**config.mk**
```make
export PLATFORM = sky130hd
export DESIGN_NAME = regfile_mp
export DESIGN_NICKNAME = d
export VERILOG_FILES = /design/src/rtl/regfile_mp.sv
export SDC_FILE = /design/constraint.sdc
export NUM_CORES = 1
export LEC_CHECK = 0
export ABC_AREA = 0
export CAP_MARGIN = 20
export CORE_ASPECT_RATIO = 1.5
export CORE_MARGIN = 10
export CORE_UTILIZATION = 25
export DETAILED_ROUTE_END_ITERATION = 16
export SYNTH_ARGS = -nofsm -noshare
export SYNTH_HDL_FRONTEND = slang
export SYNTH_SLANG_ARGS = --single-unit
export TNS_END_PERCENT = 5
```
**constraint.sdc**
```tcl
create_clock -name clk -period 2.3 [get_ports clk]
set_input_delay 0.46 -clock clk [delete_from_list [all_inputs] [get_ports clk]]
set_output_delay 0.46 -clock clk [all_outputs]
set_load 0.05 [all_outputs]
```
**src/rtl/regfile_mp.sv**
```systemverilog
// ---------------------------------------------------------------------------
// regfile_mp -- multi-port register file for the Simple RISC Machine datapath.
//
// One synchronous write port, two combinational read ports (ALU operands A/B)
// and a sequenced clear sweep that zeroes one register per clock.
//
// Ports:
//   clk         clock; all state changes on the rising edge
//   rst_n       asynchronous active-low reset
//   data_in     write data
//   writenum    write register index
//   write       write enable (ignored while busy)
//   readnum_a   read index, port A
//   readnum_b   read index, port B
//   clear       start a clear sweep (ignored while busy)
//   data_out_a  register[readnum_a], combinational; 0 for an index >= NREGS
//   data_out_b  register[readnum_b], combinational; 0 for an index >= NREGS
//   busy        clear sweep in progress (high for exactly NREGS cycles)
//
// Build option:
//   REGFILE_BYPASS_EN  when defined, a read port whose index matches an
//                      accepted write in the same cycle returns data_in
//                      (write-through forwarding). Off by default.
// ---------------------------------------------------------------------------
module regfile_mp #(
    parameter int DATA_W = 16,
    parameter int NREGS  = 8,
    parameter int ADDR_W = 3
) (
    input  logic              clk,
    input  logic              rst_n,
    input  logic [DATA_W-1:0] data_in,
    input  logic [ADDR_W-1:0] writenum,
    input  logic              write,
    input  logic [ADDR_W-1:0] readnum_a,
    input  logic [ADDR_W-1:0] readnum_b,
    input  logic              clear,
    output logic [DATA_W-1:0] data_out_a,
    output logic [DATA_W-1:0] data_out_b,
    output logic              busy
);

    typedef enum logic [0:0] {
        ST_IDLE  = 1'b0,
        ST_SWEEP = 1'b1
    } state_t;

    localparam logic [ADDR_W-1:0] LAST_IDX = ADDR_W'(NREGS - 1);
    localparam logic [ADDR_W:0]   NREGS_W  = (ADDR_W + 1)'(NREGS);

    state_t            state_r;
    state_t            state_nx_s;
    logic [ADDR_W-1:0] ptr_r;
    logic [ADDR_W-1:0] ptr_nx_s;
    logic              busy_r;
    logic              busy_nx_s;
    logic [DATA_W-1:0] regs_r [NREGS];
    logic              wr_en_s;
    logic [DATA_W-1:0] stored_a_s;
    logic [DATA_W-1:0] stored_b_s;

    // Write acceptance: only in IDLE and only for an existing register.
    always_comb begin
        wr_en_s = 1'b0;
        if ((state_r == ST_IDLE) && write && ({1'b0, writenum} < NREGS_W)) begin
            wr_en_s = 1'b1;
        end else begin
            wr_en_s = 1'b0;
        end
    end

    // Sweep FSM next-state logic; the pointer stops at LAST_IDX and never wraps.
    always_comb begin
        state_nx_s = state_r;
        ptr_nx_s   = ptr_r;
        busy_nx_s  = busy_r;
        case (state_r)
            ST_IDLE: begin
                if (clear) begin
                    state_nx_s = ST_SWEEP;
                    ptr_nx_s   = {ADDR_W{1'b0}};
                    busy_nx_s  = 1'b1;
                end else begin
                    busy_nx_s  = 1'b0;
                end
            end
            ST_SWEEP: begin
                if (ptr_r == LAST_IDX) begin
                    state_nx_s = ST_IDLE;
                    ptr_nx_s   = {ADDR_W{1'b0}};
                    busy_nx_s  = 1'b0;
                end else begin
                    ptr_nx_s   = ptr_r + ADDR_W'(1);
                    busy_nx_s  = 1'b1;
                end
            end
            default: begin
                state_nx_s = ST_IDLE;
                ptr_nx_s   = {ADDR_W{1'b0}};
                busy_nx_s  = 1'b0;
            end
        endcase
    end

    // Sweep FSM state, pointer and busy flag registers.
    always_ff @(posedge clk or negedge rst_n) begin
        if (!rst_n) begin
            state_r <= ST_IDLE;
            ptr_r   <= {ADDR_W{1'b0}};
            busy_r  <= 1'b0;
        end else begin
            state_r <= state_nx_s;
            ptr_r   <= ptr_nx_s;
            busy_r  <= busy_nx_s;
        end
    end

    // Register array: sweep clear takes the pointed entry, otherwise accepted writes.
    always_ff @(posedge clk or negedge rst_n) begin
        if (!rst_n) begin
            for (int i = 0; i < NREGS; i++) begin
                regs_r[i] <= {DATA_W{1'b0}};
            end
        end else begin
            for (int i = 0; i < NREGS; i++) begin
                if ((state_r == ST_SWEEP) && (ptr_r == ADDR_W'(i))) begin
                    regs_r[i] <= {DATA_W{1'b0}};
                end else if (wr_en_s && (writenum == ADDR_W'(i))) begin
                    regs_r[i] <= data_in;
                end else begin
                    regs_r[i] <= regs_r[i];
                end
            end
        end
    end

    // Read muxes; an index with no matching register falls through to zero.
    always_comb begin
        stored_a_s = {DATA_W{1'b0}};
        stored_b_s = {DATA_W{1'b0}};
        for (int i = 0; i < NREGS; i++) begin
            stored_a_s = (readnum_a == ADDR_W'(i)) ? regs_r[i] : stored_a_s;
            stored_b_s = (readnum_b == ADDR_W'(i)) ? regs_r[i] : stored_b_s;
        end
    end

    // Output selection, with optional same-cycle forwarding of an accepted write.
    always_comb begin
        data_out_a = stored_a_s;
        data_out_b = stored_b_s;
`ifdef REGFILE_BYPASS_EN
        if (wr_en_s && (readnum_a == writenum)) begin
            data_out_a = data_in;
        end else begin
            data_out_a = stored_a_s;
        end
        if (wr_en_s && (readnum_b == writenum)) begin
            data_out_b = data_in;
        end else begin
            data_out_b = stored_b_s;
        end
`else
        data_out_a = stored_a_s;
        data_out_b = stored_b_s;
`endif
    end

    assign busy = busy_r;

endmodule

```
# Word level (Yosys, flattened, before mapping)
# Cells that the tools add are included.
dict set report totals {
  reg_bits 132
  latchBits 0
  ramBits 0
  mem_bits_ro 0
  inputBits 29
  output_inout_bits 33
  word_cells 109
  mem_count 0
}
dict set report op_classes {
  n_addsub 1
  n_mul 0
  div 0
  magnitude_cmp 0
  eq_ne 29
  n_shift 0
  n_mux 39
  bitwise 1
  reduce_logical 29
}
# op count
set ops {}
lappend ops {{16-bit 2-to-1 mux} 32}
lappend ops {{3-bit == test, second input constant} 16}
lappend ops {{3-bit by 2-bit == test with 1-bit output, second input constant} 8}
lappend ops {{1-bit logical AND} 17}
lappend ops {{2-bit nonzero test} 8}
lappend ops {{3-bit by 1-bit == test with 1-bit output, second input constant} 4}
lappend ops {{3-bit zero test} 4}
lappend ops {{3-bit 2-to-1 mux} 2}
lappend ops {{3-bit one-hot mux with 2 select lines} 1}
lappend ops {{3-bit by 1-bit adder with 3-bit output, second input constant} 1}
lappend ops {{1-bit 2-to-1 mux} 3}
lappend ops {{2-bit inequality test, second input constant} 1}
lappend ops {{1-bit one-hot mux with 2 select lines} 1}
lappend ops {{1-bit NOT} 1}

# Longest topological paths before layout
# Gate-level depths: netlist of the first run.
dict set report logic_depth {
  word_depth 9
  mapped_depth 7
  ltp_nobuf 5
}

# Worst setup path before layout of the first run
# Ideal clock, no wire load.
dict set report synth_path {
  path_kind {input-to-output}
  startpoint {input readnum_b[2]}
  endpoint {output data_out_b[4]}
  t_arrival_ps 2328
  path_slack_ps -488
  stages 5
  n_path_buf 3
  cell_sequence {clkbuf_1 clkbuf_1 clkbuf_1 nand2_1 o21ai_0}
}
dict set report synth_via {
  elab_chain_len 9
  word_cells_on_any_way 16
  classes_between {eq/ne (7); mux (8); reduce/logical (1)}
}
# element line
set synth_rtl {}
lappend synth_rtl {{from (decl)} 36} ;# input logic [ADDR_W-1:0] readnum_b,
lappend synth_rtl {{3-bit zero test} 143} ;# stored_b_s = (readnum_b == ADDR_W'(i)) ? regs_r[i] : stored_b_s;
lappend synth_rtl {{16-bit 2-to-1 mux (7 in series)} 143}
lappend synth_rtl {{16-bit 2-to-1 mux (*)} 143}
lappend synth_rtl {{to (decl)} 39} ;# output logic [DATA_W-1:0] data_out_b,
# Mark *: on every way between the ends. The rest lies on a longest branch, timed or not.

# Worst setup path after layout of the first run
dict set report layout_path {
  startpoint {input readnum_a[1]}
  endpoint {output data_out_a[3]}
}
dict set report layout_via {
  elab_chain_len 9
  word_cells_on_any_way 16
  classes_between {eq/ne (7); mux (8); reduce/logical (1)}
}
# element line
set layout_rtl {}
lappend layout_rtl {{from (decl)} 35} ;# input logic [ADDR_W-1:0] readnum_a,
lappend layout_rtl {{3-bit zero test} 142} ;# stored_a_s = (readnum_a == ADDR_W'(i)) ? regs_r[i] : stored_a_s;
lappend layout_rtl {{16-bit 2-to-1 mux (7 in series)} 142}
lappend layout_rtl {{16-bit 2-to-1 mux (*)} 142}
lappend layout_rtl {{to (decl)} 38} ;# output logic [DATA_W-1:0] data_out_a,
# Marks and branches as above.

==> results.ini, run 1 <==
[clocking]
insertion_delay_ns = 0.43
clkTransAtPathRegs_ns = 0.06
cts_tree = yes
numCtsBuffers = 17
htree_levels = 4
cts_root_buf = clkbuf_16
clockBufferDepth = 2
cts_sinks = 132

[worst_setup_path]
required_ns = 1.84
regToRegSetupSlack_ns = 0.40
crit_path_start = readnum_a[1]
path_max_fanout = 15
critPathArrivalTime_ns = 1.88
r2r_start = ptr_r[0]
path_delay_family = buffers and inverters
cp_num_buf_inv = 4
cp_cell_sequence = buf_4 -> buf_12 -> or3b_2 -> a32o_2 -> a22oi_2 -> buf_4 -> buf_12
ff2ff_path_depth = 5
slowest_delay_ns = 0.46
r2r-end = regs_r[6]
critPathSlowestCell = or3b_2
critPathKind = primary input to output port
critPathLaunchType = primary input
endpoint_kind = output port

[sta]
hold_violations = 0
min_period_ns = 2.337
setup_ws_ns = -0.03747
worst_pin_slew_ns = 0.7283
rsz0062_at_grt = true
setup_viol = 8
finalMaxSlewViolations = 0
finalClockSkew_ns = 0.007939
timing.fmax_mhz = 427.8
timing.final.crit_share_pct = 101.6
slew_headroom_pct = 51.45

[power_and_ir_drop]
switchingPower_mw = 3.949
clkPwrFrac_pct = 26.8
swShare_pct = 37.73
peakVddDrop_mv = 0.7852
p_per_area_mw_per_mm2 = 1034
p_leak_nw = 4.445
combPwrFrac_pct = 37.5
power.internal_mw = 6.516
p_seq_share_pct = 35.7

[detailed_routing]
dr.pass1.iters = 5
via_per_inst = 5.359
wl_per_cell_um = 20.02
post-route-drc-count = 0
first_iter_violations = 621
ant_nets = 0
vias = 7218
wl_met3_um = 1885
routed_wl_um = 26970
dr_wl_met2_um = 12940
top_layer_used = met4
wirelength_met1_um = 11420

[status]
outcome = finished, violations left
violations = setup timing

[grt]
first_global_vias = 6963
grt_pass1_wl_um = 41510
overflow = 0
grt_max_degree = 53
grt.total_usage_pct = 14.03
antenna_found_initial = 0

[placed_design]
placed_area_mm2 = 0.009324
hpwl_um = 17360
gp_congestion = 0.8461
place_ws_ns = -0.3017
io_buffer_count = 61

[yosys]
yosysTopAreaCell = dfrtp_1
ys.flop_type = dfrtp_1
synth.top_cells.by_area = dfrtp_1 (44%), nand2_1 (11%), a22oi_1 (5.5%), o21ai_0 (5.4%), mux2i_1 (5.2%)
synth_cells = 870
syn_nets = 905
seq_area_frac_synth_pct = 43.67
async_flop_share_pct = 100.0
synth_commonest_cells = nand2_1 (231), dfrtp_1 (132), o21ai_0 (81)
yosysTopAreaCellShare_pct = 43.67
yosysWarnings = 0
yosys.cell_types.count = 39
synth.most_common_cell = nand2_1
synth_edf_count = 0
syn_area_mm2 = 0.007564
synth_seq_cells = 132
synth.avg_cell_area_um2 = 8.694

[final_layout]
design_area_mm2 = 0.01012
drive_gt1_share_pct = 23.32
nets = 974
syn2layout_area_growth_pct = 33.76
num_antenna_cells = 0

[run]
drv_cap = 0

[floorplan]
initial_core_util_pct = 25.49
fp.dieArea_mm2 = 0.03775
ios = 62
core_area_mm2 = 0.02967
row_count = 77
die_x_um = 162.0
fp.dieH_um = 233.0

[worst_hold_path]
min-delay-path-class = flip-flop to flip-flop
min_path_cells = 2
min_from = regs_r[80]
min_to = regs_r[80]

## flip-flops by register name, indices dropped and copies added (netlist names)
name / cells
regs_r: 128
ptr_r: 3
busy: 1
## power groups by stage
stage	Sequential, mW	Clock [mW]	Combinational [mW]
after floorplan	3.55	0	2.28
after global placement	3.74	0	3.71
after detailed placement	3.74	0	3.82
after CTS	3.71	2.83	3.90
after global routing	3.82	2.96	4.23
final	3.73	2.80	3.93
## worst max path at each step
stage | slack, ns | end | cells past startpoint
after floorplan | -0.29 | data_out_b[2] | 6
after global placement | -0.34 | data_out_b[0] | 8
after detailed placement | -0.30 | data_out_b[8] | 6
after CTS | -0.04 | data_out_a[14] | 4
after global routing | -0.07 | data_out_a[1] | 5
final | -0.04 | data_out_a[3] | 7
## per-stage QoR
stage	utilization (%)	hold slack, ns	std cells	TNS, ns	power [mW]
2_1_floorplan	-	0.1644	870	-4.073	5.825
3_3_place_gp	31.32	0.4180	1303	-7.897	7.443
3_5_place_dp	31.42	0.4194	1305	-4.721	7.560
4_1_cts	33.88	0.5125	1344	-0.2827	10.45
5_1_grt	34.10	0.5392	1347	-0.5650	11.00
6_report	34.10	0.5106	1347	-0.1492	10.47
## routing by layer
layer,global-route usage [%],vias up
met5,0,-
met4,5.131,0
met3,3.376,50
met2,22.29,319
met1,18.10,3634
li1,-,3215
## timing repair
action                                  in CTS  in global routing
hold buffers                                 1                  0
gates cloned                                 0                  0
gates resized for setup                     23                 15
hold endpoints to repair                    42                  0
pin swaps                                   14                  6
endpoints found under the setup margin      30                 22
buffers inserted                             6                  3
## final cells by class
class                   count  area, um^2
repair buffers            142        1740
flip-flops and latches    132        3303
clock inverters            13       158.9
clock buffers              19       442.9
inverters                   4       15.01
multi-input cells         642        3963
fillers                  3082       19560
well taps                 395       494.2
## worst min-delay path: stages, from the launching register on
cell and delay [ns]:
dfrtp_1 0.35, nand3_1 0.07, nand2_1 0.06
## kinds of logic (layout without fill, tap and decap cells)
logic type | Yosys count | after routing | synth area share [%]
simple gates | 357 | 357 | 21.79
compound gates | 240 | 240 | 22.10
flops | 132 | 132 | 43.67
buf+inv | 96 | 178 | 6.286
mux | 39 | 39 | 5.161
fa+ha+maj | 6 | 6 | 0.9925
## cells in the final DEF, fill, tap and decap left out, types with 5 or more instances in the layout
cell / n
a22oi_2: 23
dfrtp_1: 132
buf_12: 47
mux2i_1: 39
a21oi_1: 15
o21ai_0: 78
or3b_2: 7
or3b_4: 6
ha_1: 6
buf_4: 61
clkinvlp_4: 6
nand2_1: 231
a31o_2: 14
a22o_1: 34
a32o_2: 8
clkbuf_16: 17
a22oi_1: 32
nand3_1: 55
a32o_1: 5
clkdlybuf4s50_1: 21
a221oi_1: 14
nor2b_1: 30
Power figures use the tool's default switching activity.
==> run 2: changes to the inputs <==
--- a/config.mk
+++ b/config.mk
@@ -5,12 +5,13 @@
 export SDC_FILE = /design/constraint.sdc
 export NUM_CORES = 1
 export LEC_CHECK = 0
-export ABC_AREA = 0
+export ABC_AREA = 1
 export CAP_MARGIN = 20
 export CORE_ASPECT_RATIO = 1.5
 export CORE_MARGIN = 10
 export CORE_UTILIZATION = 25
 export DETAILED_ROUTE_END_ITERATION = 16
+export SETUP_SLACK_MARGIN = 0.05
 export SYNTH_ARGS = -nofsm -noshare
 export SYNTH_HDL_FRONTEND = slang
 export SYNTH_SLANG_ARGS = --single-unit
==> run 2 against run 1 <==
- the flow now finishes without violations
- flip-flop and latch count is the same
- via count rose by 4.0%
- final cell count rose by 2.6%
- combinational power is 18% lower
- critical path depth rose by 2
- synthesized cell count is 2.3% higher
- total power shrank 8.4%
- maximum frequency up 2.2%
- largest cell class unchanged
- clock skew is 0.0031 ns higher
- first-iteration DRC count rose by 54%
- largest power group is now registers
- sequential power fell by 9.9%
- highest routed layer unchanged
==> results.ini, run 2 <==
[power_and_ir_drop]
swShare_pct = 36.38
combPwrFrac_pct = 33.5
power.internal_mw = 6.102
p_leak_nw = 4.127
clkPwrFrac_pct = 31.5
switchingPower_mw = 3.490
p_seq_share_pct = 35.0
p_per_area_mw_per_mm2 = 965.9
peakVddDrop_mv = 0.7261

[final_layout]
syn2layout_area_growth_pct = 36.26
largest_register_ffs = 128
top_register = regs_r
area.sequential_mm2 = 0.003303
fin_util_pct = 34.58
nFillCells = 2978
nets = 1014
stdcell_count = 1382
drive_gt1_share_pct = 18.85
layout_commonest_cell = nand4_1
design_area_mm2 = 0.009930
final_cell_mix = nand4_1 (160), nand3_1 (134), dfrtp_1 (132)
multi_input_area_mm2 = 0.003351
num_antenna_cells = 0

[yosys]
synth.avg_cell_area_um2 = 8.188
yosys.cell_types.count = 24
synth_commonest_cells = nand4_1 (160), nand3_1 (136), dfrtp_1 (132)
ys.flop_type = dfrtp_1
syn_area_mm2 = 0.007287
synth_seq_cells = 132
yosysTopAreaCell = dfrtp_1
syn_nets = 925
synth.most_common_cell = nand4_1
yosysWarnings = 0
synth_cells = 890
seq_area_frac_synth_pct = 45.33
synth.top_cells.by_area = dfrtp_1 (45%), nand4_1 (14%), nand3_1 (9.3%), o21ai_1 (6.3%), nand2_1 (5.3%)
async_flop_share_pct = 100.0
yosysTopAreaCellShare_pct = 45.33
synth_edf_count = 0

[sta]
min_period_ns = 2.287
timing.fmax_mhz = 437.3
rsz0062_at_grt = true
whs_ns = 0.5271
tns_ns = 0
hold_violations = 0
slew_headroom_pct = 55.51
finalClockSkew_ns = 0.01105
worst_pin_slew_ns = 0.6649
setup_viol = 0
timing.final.crit_share_pct = 99.42
finalMaxSlewViolations = 0

[worst_setup_path]
r2r-end = regs_r[6]
regToRegSetupSlack_ns = 0.63
critPathKind = primary input to output port
r2r_start = ptr_r[0]
required_ns = 1.84
critPathArrivalTime_ns = 1.83
endpoint_kind = output port
ff2ff_path_depth = 5
critPathLaunchType = primary input
crit_path_start = readnum_b[1]
path_max_fanout = 4

[worst_hold_path]
min-delay-path-class = primary input to async pin

[grt]
grt_max_degree = 51
antenna_found_initial = 0
overflow = 0
grt_pass1_wl_um = 41890
grt.total_usage_pct = 14.50
first_global_vias = 7177

[floorplan]
die_x_um = 159.4
row_count = 76
fp.dieH_um = 229.1
initial_core_util_pct = 25.37
core_area_mm2 = 0.02872
ios = 62
fp.dieArea_mm2 = 0.03652

[detailed_routing]
via_per_inst = 5.431
wl_per_cell_um = 19.49
vias = 7505
first_iter_violations = 956
ant_nets = 0
post-route-drc-count = 0
dr.pass1.iters = 7
routed_wl_um = 26930

[status]
outcome = complete, no violations

[clocking]
numCtsBuffers = 17
clockBufferDepth = 2
cts_root_buf = clkbuf_16
cts_tree = yes
cts_sinks = 132
insertion_delay_ns = 0.44
htree_levels = 4
clkTransAtPathRegs_ns = 0.06

[placed_design]
gp_congestion = 0.8594
hpwl_um = 18120
placed_cells = 1335
io_buffer_count = 61
placed_area_mm2 = 0.009049

[run]
drv_cap = 0

-- run 2: worst max path at each step --
stage,end,slack (ns)
floorplan,data_out_b[10],0.28
global placement,data_out_b[4],-0.61
detailed placement,data_out_b[4],-0.60
CTS,data_out_b[15],0.03
global route,data_out_b[15],0.01
finish,data_out_b[5],0.01
-- run 2: per-layer routing --
metal,part of all wire (%),GRT usage (%)
met3,7.2,2.693
met2,52,25.53
met4,4.5,7.346
met1,36,16.39
met5,0,0
-- run 2: repair_timing --
action                                 in CTS  in global routing
endpoints found under the hold margin      38                  0
cloned                                      0                  1
hold buffers                                1                  0
pin swaps                                  20                 12
gates resized for setup                    45                 16
buffers inserted                            9                  6
setup endpoints to repair                  32                 23
-- run 2: critical path: stages --
cell     delay (ns)
buf_8          0.11
buf_6          0.11
buf_4          0.14
buf_4          0.13
nand4_1        0.08
nand4_1        0.20
nor2_1         0.18
nand4_1        0.20
buf_12         0.21
-- run 2: area by class of cell --
| cell class | count | share of cell area [%] |
|---|---|---|
| timing repair buffer | 143 | 18.93 |
| multi-input combinational | 622 | 33.74 |
| inverter | 63 | 2.608 |
| clock inverter | 12 | 2.041 |
| clock buffer | 20 | 4.498 |
| sequential | 132 | 33.27 |
| tap | 390 | 4.914 |
-- run 2: kinds of logic (layout without fill, tap and decap cells) --
group           Yosys count  count (layout)  share of synthesized area, %
flops                   132             132                         45.33
compound gates          133             133                         9.856
buf+inv                 136             238                         9.203
fa+ha+maj                 6               6                         1.030
simple gates            483             483                         34.58
-- run 2: power groups by stage --
| stage | registers, mW | logic [mW] | clock network [mW] |
|---|---|---|---|
| floorplan | 3.26 | 1.80 | 0 |
| global placement | 3.36 | 3.12 | 0 |
| detailed placement | 3.37 | 3.16 | 0 |
| CTS | 3.33 | 3.19 | 3.05 |
| global route | 3.42 | 3.45 | 3.15 |
| finish | 3.36 | 3.21 | 3.02 |
-- run 2: metrics by stage --
stage / total power, mW / worst slack (ns)
after floorplan: 5.056 / 0.2799
after global placement: 6.474 / -0.6126
after detailed placement: 6.532 / -0.5955
after CTS: 9.581 / 0.02700
after global routing: 10.02 / 0.01329
final: 9.591 / 0.01342
